`src/rtl/instr_sequencer_if.sv`:
```
// instr_sequencer_if
//   Bundles the host-facing program/control bus and the core-facing issue
//   port of instr_sequencer into one interface.
//   Macro: SEQ_STEP_EN adds the single-step input 'step'.
//
//   Host side (master drives, slave receives):
//     prog_we, prog_addr[AW-1:0], prog_data[IW-1:0]  program buffer write
//     prog_len[AW:0], loop_cnt[7:0]                  run length and extra passes
//     start, stop                                    run control
//     step (SEQ_STEP_EN only)                        single-step issue strobe
//   Core side (slave drives, master receives):
//     instruction[IW-1:0], ld                        issued word and its strobe
//     pc[AW-1:0], busy, done                         status
interface instr_sequencer_if #(
  parameter int AW = 4,
  parameter int IW = 21
);
  logic          prog_we;
  logic [AW-1:0] prog_addr;
  logic [IW-1:0] prog_data;
  logic [AW:0]   prog_len;
  logic [7:0]    loop_cnt;
  logic          start;
  logic          stop;
`ifdef SEQ_STEP_EN
  logic          step;
`endif
  logic [IW-1:0] instruction;
  logic          ld;
  logic [AW-1:0] pc;
  logic          busy;
  logic          done;

  modport master (
`ifdef SEQ_STEP_EN
    output step,
`endif
    output prog_we, prog_addr, prog_data, prog_len, loop_cnt, start, stop,
    input  instruction, ld, pc, busy, done
  );

  modport slave (
`ifdef SEQ_STEP_EN
    input  step,
`endif
    input  prog_we, prog_addr, prog_data, prog_len, loop_cnt, start, stop,
    output instruction, ld, pc, busy, done
  );
endinterface

```
`src/rtl/instr_sequencer.sv`:
```
// instr_sequencer
//   Program-issue engine in front of the CPU core. A host loads up to DEPTH
//   instruction words into an internal buffer; on start the buffer is
//   replayed prog_len entries at a time, loop_cnt+1 times, one instruction
//   per cycle on instruction/ld, followed by a one-cycle done pulse.
//   Macro: SEQ_STEP_EN -- when defined, each issue in RUN waits for a 'step'
//   pulse (one instruction per pulse); when undefined, issue every cycle.
//
//   Ports:
//     clk   rising-edge clock
//     rst   asynchronous active-low reset
//     bus   instr_sequencer_if.slave (program write, control, issue port,
//           status; see the interface file for the signal list)
module instr_sequencer #(
  parameter int DEPTH = 16,
  parameter int AW    = 4,
  parameter int IW    = 21
) (
  input  logic                   clk,
  input  logic                   rst,
  instr_sequencer_if.slave       bus
);

  typedef enum logic [1:0] {IDLE, RUN, DONE} state_t;

  // Without single-step, the first instruction is issued straight out of
  // the start cycle so ld rises the cycle after start is sampled.
`ifdef SEQ_STEP_EN
  localparam bit ISSUE_ON_START = 1'b0;
`else
  localparam bit ISSUE_ON_START = 1'b1;
`endif

  state_t        state, state_nx;
  logic [IW-1:0] mem [DEPTH];

  logic [AW-1:0] pc, pc_nx;
  logic [AW-1:0] idx, idx_nx;        // next buffer entry to issue
  logic [AW:0]   len, len_nx;
  logic [7:0]    passes, passes_nx;  // passes still to run after this one
  logic          fin, fin_nx;        // every instruction of the run is issued
  logic          ld, ld_nx;
  logic          busy, busy_nx;
  logic          done, done_nx;
  logic [IW-1:0] instruction;
  logic          issue;
  logic          instr_hold;
  logic          step_ok;
  logic          len_ok;

  logic [AW-1:0] sel_idx;
  logic [AW:0]   sel_len;
  logic [7:0]    sel_passes;
  logic [AW-1:0] adv_idx;
  logic [7:0]    adv_passes;
  logic          adv_fin;

`ifdef SEQ_STEP_EN
  assign step_ok = bus.step;
`else
  assign step_ok = 1'b1;
`endif

  assign len_ok = (bus.prog_len != '0) && (bus.prog_len <= (AW+1)'(DEPTH));

  // Program buffer: written only while idle, never reset.
  always_ff @(posedge clk) begin
    if (state == IDLE && bus.prog_we)
      mem[bus.prog_addr] <= bus.prog_data;
  end

  // Pass bookkeeping for the entry about to be issued. From IDLE the run
  // parameters come straight from the ports because they are latched in the
  // same cycle as the first issue.
  always_comb begin
    if (state == IDLE) begin
      sel_idx    = '0;
      sel_len    = bus.prog_len;
      sel_passes = bus.loop_cnt;
    end else begin
      sel_idx    = idx;
      sel_len    = len;
      sel_passes = passes;
    end
    adv_idx    = sel_idx + 1'b1;
    adv_passes = sel_passes;
    adv_fin    = 1'b0;
    if ({1'b0, sel_idx} == sel_len - 1'b1) begin
      if (sel_passes == 8'd0) begin
        adv_idx = sel_idx;
        adv_fin = 1'b1;
      end else begin
        adv_idx    = '0;
        adv_passes = sel_passes - 8'd1;
      end
    end
  end

  always_comb begin
    state_nx   = state;
    pc_nx      = pc;
    idx_nx     = idx;
    len_nx     = len;
    passes_nx  = passes;
    fin_nx     = fin;
    ld_nx      = 1'b0;
    done_nx    = 1'b0;
    issue      = 1'b0;
    instr_hold = 1'b0;
    case (state)
      IDLE: begin
        // stop has priority over start; out-of-range lengths are ignored.
        if (bus.start && !bus.stop && len_ok) begin
          state_nx  = RUN;
          len_nx    = bus.prog_len;
          passes_nx = bus.loop_cnt;
          idx_nx    = '0;
          pc_nx     = '0;
          fin_nx    = 1'b0;
          if (ISSUE_ON_START) begin
            ld_nx     = 1'b1;
            issue     = 1'b1;
            idx_nx    = adv_idx;
            passes_nx = adv_passes;
            fin_nx    = adv_fin;
          end
        end
      end
      RUN: begin
        // The instruction presented this cycle is complete either way; stop
        // or the end of the final pass only suppresses the next issue.
        if (bus.stop || fin) begin
          state_nx = DONE;
          done_nx  = 1'b1;
        end else if (step_ok) begin
          ld_nx     = 1'b1;
          issue     = 1'b1;
          pc_nx     = idx;
          idx_nx    = adv_idx;
          passes_nx = adv_passes;
          fin_nx    = adv_fin;
        end else begin
          instr_hold = 1'b1;
        end
      end
      DONE: begin
        state_nx = IDLE;
      end
      default: begin
        state_nx = IDLE;
      end
    endcase
    busy_nx = (state_nx == RUN);
  end

  // State and output registers. The buffer read is addressed by pc_nx so the
  // word lands in the instruction register together with ld.
  always_ff @(posedge clk or negedge rst) begin
    if (!rst) begin
      state       <= IDLE;
      pc          <= '0;
      idx         <= '0;
      len         <= '0;
      passes      <= '0;
      fin         <= 1'b0;
      ld          <= 1'b0;
      busy        <= 1'b0;
      done        <= 1'b0;
      instruction <= '0;
    end else begin
      state  <= state_nx;
      pc     <= pc_nx;
      idx    <= idx_nx;
      len    <= len_nx;
      passes <= passes_nx;
      fin    <= fin_nx;
      ld     <= ld_nx;
      busy   <= busy_nx;
      done   <= done_nx;
      if (issue)
        instruction <= mem[pc_nx];
      else if (!instr_hold)
        instruction <= '0;
    end
  end

  assign bus.instruction = instruction;
  assign bus.ld          = ld;
  assign bus.pc          = pc;
  assign bus.busy        = busy;
  assign bus.done        = done;

endmodule
```
`src/flat_wrapper.sv`:
```
// flat-port wrapper written by rule: the top's interface ports become plain ports
module instr_sequencer_flat 
#(
  parameter int DEPTH = 16,
  parameter int AW    = 4,
  parameter int IW    = 21
)
  (clk, rst, bus_prog_we, bus_prog_addr, bus_prog_data, bus_prog_len, bus_loop_cnt, bus_start, bus_stop, bus_instruction, bus_ld, bus_pc, bus_busy, bus_done);
  instr_sequencer_if #(.AW(AW), .IW(IW)) bus_i ();
  input  logic clk;
  input  logic rst;
  input wire logic [$bits(bus_i.prog_we)-1:0] bus_prog_we;
  input wire logic [$bits(bus_i.prog_addr)-1:0] bus_prog_addr;
  input wire logic [$bits(bus_i.prog_data)-1:0] bus_prog_data;
  input wire logic [$bits(bus_i.prog_len)-1:0] bus_prog_len;
  input wire logic [$bits(bus_i.loop_cnt)-1:0] bus_loop_cnt;
  input wire logic [$bits(bus_i.start)-1:0] bus_start;
  input wire logic [$bits(bus_i.stop)-1:0] bus_stop;
  output wire logic [$bits(bus_i.instruction)-1:0] bus_instruction;
  output wire logic [$bits(bus_i.ld)-1:0] bus_ld;
  output wire logic [$bits(bus_i.pc)-1:0] bus_pc;
  output wire logic [$bits(bus_i.busy)-1:0] bus_busy;
  output wire logic [$bits(bus_i.done)-1:0] bus_done;
  assign bus_i.prog_we = bus_prog_we;
  assign bus_i.prog_addr = bus_prog_addr;
  assign bus_i.prog_data = bus_prog_data;
  assign bus_i.prog_len = bus_prog_len;
  assign bus_i.loop_cnt = bus_loop_cnt;
  assign bus_i.start = bus_start;
  assign bus_i.stop = bus_stop;
  assign bus_instruction = bus_i.instruction;
  assign bus_ld = bus_i.ld;
  assign bus_pc = bus_i.pc;
  assign bus_busy = bus_i.busy;
  assign bus_done = bus_i.done;
  instr_sequencer #(.DEPTH(DEPTH), .AW(AW), .IW(IW)) u_core (.clk(clk), .rst(rst), .bus(bus_i));
endmodule
```
`config.mk`:
```
export PLATFORM = sky130hd
export DESIGN_NAME = instr_sequencer_flat
export DESIGN_NICKNAME = d
export VERILOG_FILES = /design/src/rtl/instr_sequencer_if.sv /design/src/rtl/instr_sequencer.sv /design/src/flat_wrapper.sv
export SDC_FILE = /design/constraint.sdc
export NUM_CORES = 1
export LEC_CHECK = 0
export BUFFER_PORTS_ARGS = -buffer_cell sky130_fd_sc_hd__buf_2
export CAP_MARGIN = 20
export CORE_MARGIN = 2
export CORE_UTILIZATION = 55
export CTS_CLUSTER_DIAMETER = 60
export DETAILED_ROUTE_END_ITERATION = 16
export GPL_TIMING_DRIVEN = 0
export HOLD_SLACK_MARGIN = 0.02
export PLACE_DENSITY = 0.73
export SYNTH_ARGS = -nofsm -noshare
export SYNTH_HDL_FRONTEND = slang
export SYNTH_SLANG_ARGS = --single-unit
```
`constraint.sdc`:
```
create_clock -name clk -period 5.56 [get_ports clk]
set_clock_uncertainty 0.2 [all_clocks]
set_input_delay 1.112 -clock clk [delete_from_list [all_inputs] [get_ports clk]]
set_output_delay 1.112 -clock clk [all_outputs]
set_load 0.005 [all_outputs]
```
* Word-level counts from Yosys, hierarchy flattened
Memory sizes are Yosys's and may differ from the RTL's.
Cells that the tools add are included.
** Storage, ports and cells
- Memories :: 1
- Flip-flop bits (word level) :: 48
- Logic and storage cells :: 64
- Input bits :: 43
- Memory bits (writable) :: 336
** Memory list
- u_core.mem :: words 16, bits a word 21, read ports 1, clocked after memory_dff 0, wr ports 1, RTL line instr_sequencer.sv:35 : logic [IW-1:0] mem [DEPTH];
** Cells by class
- Order comparisons :: 1
- Mux-type cells :: 32
- Eq/ne operators :: 5
- Reductions and logical operators :: 12
- Add/sub/neg operators :: 3
** Operators by type and width (number)
- 8-bit 2-to-1 mux :: 5
- 4-bit 2-to-1 mux :: 7
- 21-bit 2-to-1 mux :: 1
- 4-bit one-hot mux with 2 select lines :: 2
- 8-bit one-hot mux with 2 select lines :: 1
- 1-bit 2-to-1 mux :: 10
- 8-bit logical NOT :: 1
- 8-bit by 1-bit subtractor with 8-bit output, second input constant :: 1
- 4-bit by 5-bit == test with 1-bit output :: 1
- 5-bit <= comparator, second input constant :: 1
- 5-bit 2-to-1 mux :: 1
- 5-bit nonzero test :: 1
- 5-bit by 1-bit subtractor with 5-bit output, second input constant :: 1
- 4-bit by 1-bit adder with 4-bit output, second input constant :: 1
- 2-bit by 1-bit == test with 1-bit output, second input constant :: 2
- 1-bit logical AND :: 4
- 2-bit 2-to-1 mux :: 2
- 2-bit inequality test, second input constant :: 2
- 1-bit one-hot mux with 2 select lines :: 2
- 2-bit one-hot mux with 2 select lines :: 1
- 3-bit AND reduction :: 1
- 2-bit logical NOT :: 1
- 2-bit AND reduction :: 1
- 2-bit nonzero test :: 1
- other kinds (2) :: 2

* Logic depth before layout (Yosys ltp)
Gate-level depths: netlist (run 1).
- Depth after elaboration :: 7
- Depth in mapped cells :: 14

* Worst setup path before layout (run 1)
OpenSTA, ideal clock, no wires.
- Path type :: input port to flip-flop
- Start :: in bus_prog_addr[1]
- End :: mem u_core.mem[0][0], enable pin
- Required time :: 4.934 ns
- Setup time :: 0.426 ns
- Stages on the path :: 2
- Data arrival time :: 3.318 ns
- Slack :: 1.616 ns
- Buffers on the path :: 0
- Path through :: or4b_2 > nor3_1
** RTL lines
- from (decl) :: RTL line flat_wrapper.sv:13 : input wire logic [$bits(bus_i.prog_addr)-1:0] bus_prog_addr;
- to (decl) :: RTL line instr_sequencer.sv:35
Straight into the memory's write port.

* Worst setup path in the final report (run 1)
- Start :: reg u_core.state[0]
- End :: reg u_core.idx[1]
** On the way
- Word-level cells in the longest chain between the ends :: 7
** RTL lines
- from (decl) :: RTL line instr_sequencer.sv:34 : state_t state, state_nx;
- from (signal assigned) :: RTL line instr_sequencer.sv:171 : state <= state_nx;
- 2-bit logical NOT :: RTL line instr_sequencer.sv:76, instr_sequencer.sv:110
- 5-bit 2-to-1 mux or 8-bit 2-to-1 mux (tied branches) :: RTL line instr_sequencer.sv:76 : if (state == IDLE) begin
- 5-bit by 1-bit subtractor with 5-bit output or 8-bit logical NOT (tied branches) :: RTL line instr_sequencer.sv:88, instr_sequencer.sv:89
- 4-bit by 5-bit == test with 1-bit output or 4-bit 2-to-1 mux (tied branches) :: RTL line instr_sequencer.sv:88, instr_sequencer.sv:89
- 4-bit 2-to-1 mux :: RTL line instr_sequencer.sv:88 : if ({1'b0, sel_idx} == sel_len - 1'b1) begin
- 4-bit 2-to-1 mux (on tied branches) :: RTL line instr_sequencer.sv:132, instr_sequencer.sv:113
- 4-bit one-hot mux with 2 select lines :: RTL line instr_sequencer.sv:110 : case (state)
- to (signal assigned) :: RTL line instr_sequencer.sv:173 : idx <= idx_nx;
- to (decl) :: RTL line instr_sequencer.sv:38 : logic [AW-1:0] idx, idx_nx;
Several ways; a longest one is shown, not always the timed one. The select of a mux whose other input is x is not followed.
A chain may end at the register's enable or synchronous reset.

==> impl_metrics.env, run 1 <==
export IMPL_cts_max_level=2
export IMPL_layout_drive_gt1_share_pct=17.0
export IMPL_critPathMaxStageDelay_ns=0.53
export IMPL_syn_mean_instance_area_um2=15.3
export IMPL_chipHeight_um=171
export IMPL_grt_pass1_wl_um=54400
export IMPL_crit_buf_inv=4
export IMPL_startpoint="u_core.state[0]$_DFF_PN0_"
export IMPL_whs_ns=0.291
export IMPL_hp_start="u_core.len[4]$_DFFE_PN0P_"
export IMPL_post_dp_cell_area_mm2=0.0166
export IMPL_setup_worst_path_start_class="register"
export IMPL_globalRouteMet2Util_pct=43.3
export IMPL_cts_tree="done"
export IMPL_ys_ff_latch=384
export IMPL_cp_cell_sequence="buf_2 > or2_1 > buf_2 > clkbuf_1 > clkbuf_1 > mux2i_1 > ha_1 > xor2_1 > nand3_1 > o21ai_0 > nor3b_2 > nand3_1 > o21ai_1 > a22o_1"
export IMPL_r2r_cells=14
export IMPL_yosysTopAreaCell="edfxtp_1"
export IMPL_synth_main_ff_cell="edfxtp_1"
export IMPL_first_iter_violations=993
export IMPL_critical_path_class="register to register"
export IMPL_globalplace_congestion=0.860
export IMPL_grt_max_degree=36
export IMPL_yosysMostFrequentCell="edfxtp_1"
export IMPL_p_leak_nw=6.44
export IMPL_synth_commonest_cells="336 x edfxtp_1, 116 x mux2i_1, 109 x nand2_1, 50 x a21oi_1, 48 x dfrtp_1"
export IMPL_clk_insertion_delay_late_ns=0.52
export IMPL_min_period_ns=4.42
export IMPL_setup_viol_count_final=0
export IMPL_r2r_setup_slack_ns=1.14
export IMPL_seq_area_mm2=0.0113
export IMPL_diodes=0
export IMPL_drc=0
export IMPL_status="complete, no violations"
export IMPL_vias=9308
export IMPL_clock_sinks=384
export IMPL_multi_input_area_mm2=0.00383
export IMPL_required_ns=5.82
export IMPL_first_global_vias=9151
export IMPL_dieArea_mm2=0.0294
export IMPL_synth_cells=1009
export IMPL_cap_violations=0
export IMPL_grtUsageMet3_pct=3.50
export IMPL_cellPowerDensity_mw_per_mm2=405
export IMPL_irDropWorstVdd_mv=0.313
export IMPL_port_buffers=70
export IMPL_yosysWarningCount=0
export IMPL_slew_headroom_pct=20.3
export IMPL_core_area_mm2=0.0277
export IMPL_num_fill_cells=2011
export IMPL_synth_edf_count=336
export IMPL_syn_num_nets=1055
export IMPL_synth_top_area_share_pct=65.4
export IMPL_r2r_end="u_core.idx[1]$_DFFE_PN0P_"
export IMPL_clk_path_buf_depth=3
export IMPL_cts_resized=0
export IMPL_critical_path_arrival_ns=4.69
export IMPL_layout_setup_ws_ns=1.14
export IMPL_fmax_ghz=0.226
export IMPL_worst_setup_path_end_kind="register"
export IMPL_grt_overflow=0
export IMPL_clkTransAtPathRegs_ns=0.06
export IMPL_synthArstFlopShare_pct=12.5
export IMPL_io_pins=71
export IMPL_hold_depth=2
export IMPL_min_path_type="register to register"
export IMPL_rsz0062_at_grt="no"
export IMPL_drtAntennaViolNets=0
export IMPL_postLayoutCellArea_mm2=0.0178
export IMPL_post_drt_wl_per_cell_um=23.5
export IMPL_busiest_layer="met2"
export IMPL_cts_buffers=40
export IMPL_rr_startpoint="u_core.state[0]$_DFF_PN0_"
export IMPL_total_power_mw=7.20
export IMPL_dp_slack_ns=0.983
export IMPL_crit_family="buffers and inverters"
export IMPL_postLayoutCoreUtil_pct=64.1
export IMPL_firstDrtPassIters=5
export IMPL_syn_to_final_growth_pct=15.2
export IMPL_dieWidth_um=171
export IMPL_drt_vias_per_instance=6.02
export IMPL_cts_root_buffer="clkbuf_16"
export IMPL_rows=61
export IMPL_start_util_pct=55.7
export IMPL_dp_hpwl_um=24100
export IMPL_worstPathMaxFanout=10
export IMPL_grt_util_met1_pct=33.1
export IMPL_ys_seq_area_share_pct=73.2
export IMPL_post_route_period_util_pct=79.6
export IMPL_critPathSlowestCell="nor3b_2"
export IMPL_hold_end="u_core.len[4]$_DFFE_PN0P_"
export IMPL_totalWireLength_um=36300
export IMPL_slew_viol_final=0
export IMPL_antenna_found_initial=0
export IMPL_synth_area_leaders="edfxtp_1 65%, dfrtp_1 7.8%, mux2i_1 7.5%"
export IMPL_post_synth_instance_area_mm2=0.0154
export IMPL_cts_hold_fix_buffers=0
export IMPL_fin_nets=1188
export IMPL_post_cts_setup_buffer_count=0
export IMPL_worst_pin_slew_ns=1.17
export IMPL_yosysUniqueCellTypes=64
export IMPL_grt_use_total_pct=25.1
export IMPL_hold_viol=0
-- where the power goes --
part           internal, mW  total [mW]  switching (mW)
clock                  1.41        2.44            1.03
combinational         0.540        1.44           0.899
sequential             3.25        3.32          0.0702
-- through the flow --
step	setup TNS, ns	instances
6_report	0	1547
2_1_floorplan	0	1009
3_5_place_dp	0	1478
5_1_grt	0	1547
3_3_place_gp	-1.16	1457
4_1_cts	0	1547
-- worst max path at each step --
stage | depth (start not counted) | to | slack (ns)
floorplan | 2 | u_core.mem[0][0]$_DFFE_PP_ | 1.62
global placement | 6 | u_core.mem[2][13]$_DFFE_PP_ | -0.04
detailed placement | 8 | u_core.bus.instruction[8]$_DFF_PN0_ | 0.98
CTS | 14 | u_core.idx[1]$_DFFE_PN0P_ | 1.17
global route | 14 | u_core.idx[1]$_DFFE_PN0P_ | 0.69
finish | 14 | u_core.idx[1]$_DFFE_PN0P_ | 1.14
-- cells by family (layout without fill, tap and decap cells) --
kind of cell,count (synthesis),in the layout,synth area share [%]
simple gates,230,230,6.88
fa+ha+maj,3,3,0.243
xor+xnor,9,9,0.511
buf+inv,64,224,2.25
mux,120,120,7.85
compound gates,199,199,9.06
flops,384,384,73.2
-- area by class of cell --
class	instances	share of cell area (%)
clock inverter	9	0.458
tap	378	2.66
clock buffer	60	6.18
timing repair buffer	91	3.63
inverter	9	0.190
multi-input combinational	561	21.6
buffer	55	1.76
sequential	384	63.5
-- worst register-to-register path, cell delays in order (launching register included) --
cell,delay [ns]
dfrtp_1,0.33
buf_2,0.21
or2_1,0.13
buf_2,0.23
clkbuf_1,0.43
clkbuf_1,0.47
mux2i_1,0.27
ha_1,0.27
xor2_1,0.14
nand3_1,0.08
o21ai_0,0.13
nor3b_2,0.53
nand3_1,0.41
o21ai_1,0.33
a22o_1,0.19
-- registers in the layout, summed over array words and instances, names as in the netlist --
register,flops
u_core.bus.busy,1
u_core.mem,336
u_core.idx,4
u_core.state,2
u_core.len,5
u_core.bus.pc,4
u_core.bus.ld,1
u_core.fin,1
u_core.passes,8
u_core.bus.instruction,21
u_core.bus.done,1
-- layer usage --
metal	vias to the layer above	wire, um
li1	4201	-
met1	4640	14500
met2	400	18400
met3	67	2460
met4	0	980
met5	-	0
-- layout by cell type, fill, tap and decap left out, drive strengths merged, types with 7 or more instances in the layout --
cell / count
o21a: 14
o221ai: 24
o22ai: 28
o21ai: 20
and3: 7
nor3: 27
buf: 122
mux2i: 116
nand2: 109
nor2: 43
a221o: 15
inv: 10
nand3: 12
a21oi: 52
dfrtp: 48
edfxtp: 336
clkbuf: 84
Power figures use the tool's default switching activity.
==> run 2: changes to the inputs <==
==> constraint.sdc (replaced) <==
create_clock -name clk -period 4.2 [get_ports clk]
set_clock_uncertainty 0.2 [all_clocks]
set_input_delay 0.84 -clock clk [delete_from_list [all_inputs] [get_ports clk]]
set_output_delay 0.84 -clock clk [all_outputs]
set_load 0.005 [all_outputs]
==> run 2 against run 1 <==
  * Routed wire length about the same
  * Non-clock buffer count decreased by 1
  * Utilization about the same
  * Hold slack got worse by 0.22 ns
  * Final cell count is essentially flat
  * Sequential share of layout area is essentially flat
  * Cell area about the same
  * Critical path depth is 4 lower
  * Clock power is 33% higher
  * Count of clock-buffer cells in the layout unchanged
  * Global-route usage did not move
  * Critical path type unchanged
  * Highest routed layer unchanged
==> impl_metrics.env, run 2 (synthesis gave the netlist of run 1 again) <==
export IMPL_grt_use_total_pct=25.1
export IMPL_clock_sinks=384
export IMPL_dieWidth_um=171
export IMPL_slew_viol_final=0
export IMPL_met2_length_um=18300
export IMPL_drt_vias_per_instance=6.02
export IMPL_layout_drive_gt1_share_pct=17.3
export IMPL_cap_violations=0
export IMPL_irDropWorstVdd_mv=0.413
export IMPL_diodes=0
export IMPL_p_leak_nw=6.45
export IMPL_required_ns=4.33
export IMPL_dr_max_layer_used="met4"
export IMPL_start_util_pct=55.7
export IMPL_critical_path_class="register to register"
export IMPL_critical_path_arrival_ns=4.07
export IMPL_dp_cells=1478
export IMPL_syn_to_final_growth_pct=15.3
export IMPL_antenna_found_initial=0
export IMPL_first_global_vias=9151
export IMPL_rows=61
export IMPL_slew_headroom_pct=18.6
export IMPL_totalWireLength_um=36300
export IMPL_worst_pin_slew_ns=1.19
export IMPL_whs_ns=0.0742
export IMPL_post_drt_wl_per_cell_um=23.5
export IMPL_worstPathMaxFanout=10
export IMPL_met1_length_um=14500
export IMPL_dp_slack_ns=-0.155
export IMPL_dp_hpwl_um=24100
export IMPL_postLayoutCellArea_mm2=0.0178
export IMPL_grt_overflow=0
export IMPL_cts_root_buffer="clkbuf_16"
export IMPL_drtAntennaViolNets=0
export IMPL_setup_viol_count_final=0
export IMPL_largest_register_ffs=336
export IMPL_post_dp_cell_area_mm2=0.0166
export IMPL_grt_max_degree=36
export IMPL_setup_worst_path_start_class="register"
export IMPL_reg_largest_list="u_core.mem (336), u_core.bus.instruction (21), u_core.passes (8)"
export IMPL_finalNonFillerCells=1546
export IMPL_wl_met3_um=2520
export IMPL_chipHeight_um=171
export IMPL_fmax_ghz=0.254
export IMPL_first_iter_violations=979
export IMPL_final_cell_mix="336 x edfxtp_1, 116 x mux2i_1, 109 x nand2_1, 83 x buf_2, 50 x a21oi_1"
export IMPL_drc=0
export IMPL_clk_path_buf_depth=3
export IMPL_clk_insertion_delay_late_ns=0.53
export IMPL_cts_max_level=2
export IMPL_worst_setup_path_end_kind="register"
export IMPL_firstDrtPassIters=5
export IMPL_final_common_cell="edfxtp_1"
export IMPL_fin_setup_tns_ns=0
export IMPL_cts_hold_fix_buffers=0
export IMPL_min_period_ns=3.94
export IMPL_min_path_type="input pin to asynchronous set/reset pin"
export IMPL_layout_setup_ws_ns=0.260
export IMPL_total_power_mw=9.54
export IMPL_cts_tree="done"
export IMPL_globalplace_congestion=0.860
export IMPL_fin_nets=1187
export IMPL_rsz0062_at_grt="no"
export IMPL_postLayoutCoreUtil_pct=64.2
export IMPL_core_area_mm2=0.0277
export IMPL_grt_pass1_wl_um=54400
export IMPL_io_pins=71
export IMPL_status="complete, no violations"
export IMPL_cellPowerDensity_mw_per_mm2=537
export IMPL_vias=9304
export IMPL_clkTransAtPathRegs_ns=0.06
export IMPL_cts_buffers=40
export IMPL_hold_viol=0
export IMPL_port_buffers=70
export IMPL_top_register="u_core.mem"
export IMPL_dieArea_mm2=0.0294
export IMPL_post_route_period_util_pct=93.8
-- run 2: cell count changes in the layout (fill, tap and decap cells not counted), sizes merged --
cell,delta
buf,-1
-- run 2: report_power, final --
group          leakage, nW  internal [mW]  switching, mW  total (mW)
Combinational         2.22          0.718           1.19        1.91
Sequential            3.66           4.30         0.0923        4.40
Clock                0.566           1.87           1.37        3.24
-- run 2: final cells by class --
| class | count | area (um2) |
|---|---|---|
| Inverter | 9 | 33.8 |
| Timing Repair Buffer | 91 | 646 |
| Multi-Input combinational cell | 561 | 3850 |
| Fill cell | 2010 | 9930 |
| Clock inverter | 9 | 81.3 |
| Buffer | 54 | 312 |
| Clock buffer | 60 | 1100 |
| Sequential cell | 384 | 11300 |
| Tap cell | 378 | 473 |
-- run 2: critical path: stages (launching register included) --
cell and delay (ns):
dfrtp_1 0.33, buf_2 0.21, nor4b_4 0.63, mux2_4 0.36
buf_6 0.14, o21ai_4 0.14, inv_2 0.10, buf_6 0.17
a221o_1 0.27, a2111oi_0 1.04, nor3_1 0.15
-- run 2: repair_timing --
action	in CTS	in global routing
endpoints found under the setup margin	8	11
setup buffers	0	0
resized for setup	2	2
-- run 2: path summary, 6_finish.rpt --
kind,startpoint,endpoint,slack [ns],depth (start not counted)
worst max-delay path,u_core.state[0]$_DFF_PN0_,u_core.bus.instruction[8]$_DFF_PN0_,0.26,10
min in group clk,u_core.len[4]$_DFFE_PN0P_,u_core.len[4]$_DFFE_PN0P_,0.29,2
worst min register to register,u_core.len[4]$_DFFE_PN0P_,u_core.len[4]$_DFFE_PN0P_,0.29,2
max in group asynchronous,rst,u_core.bus.instruction[10]$_DFF_PN0_,3.16,2
worst max register to register,u_core.state[0]$_DFF_PN0_,u_core.bus.instruction[8]$_DFF_PN0_,0.26,10
worst min-delay path,rst,u_core.bus.instruction[13]$_DFF_PN0_,0.07,1
-- run 2: routing by layer --
layer	vias to the layer above	track usage, %
met3	65	3.50
met2	394	43.3
met5	-	0
met4	0	8.03
li1	4196	-
met1	4649	33.1
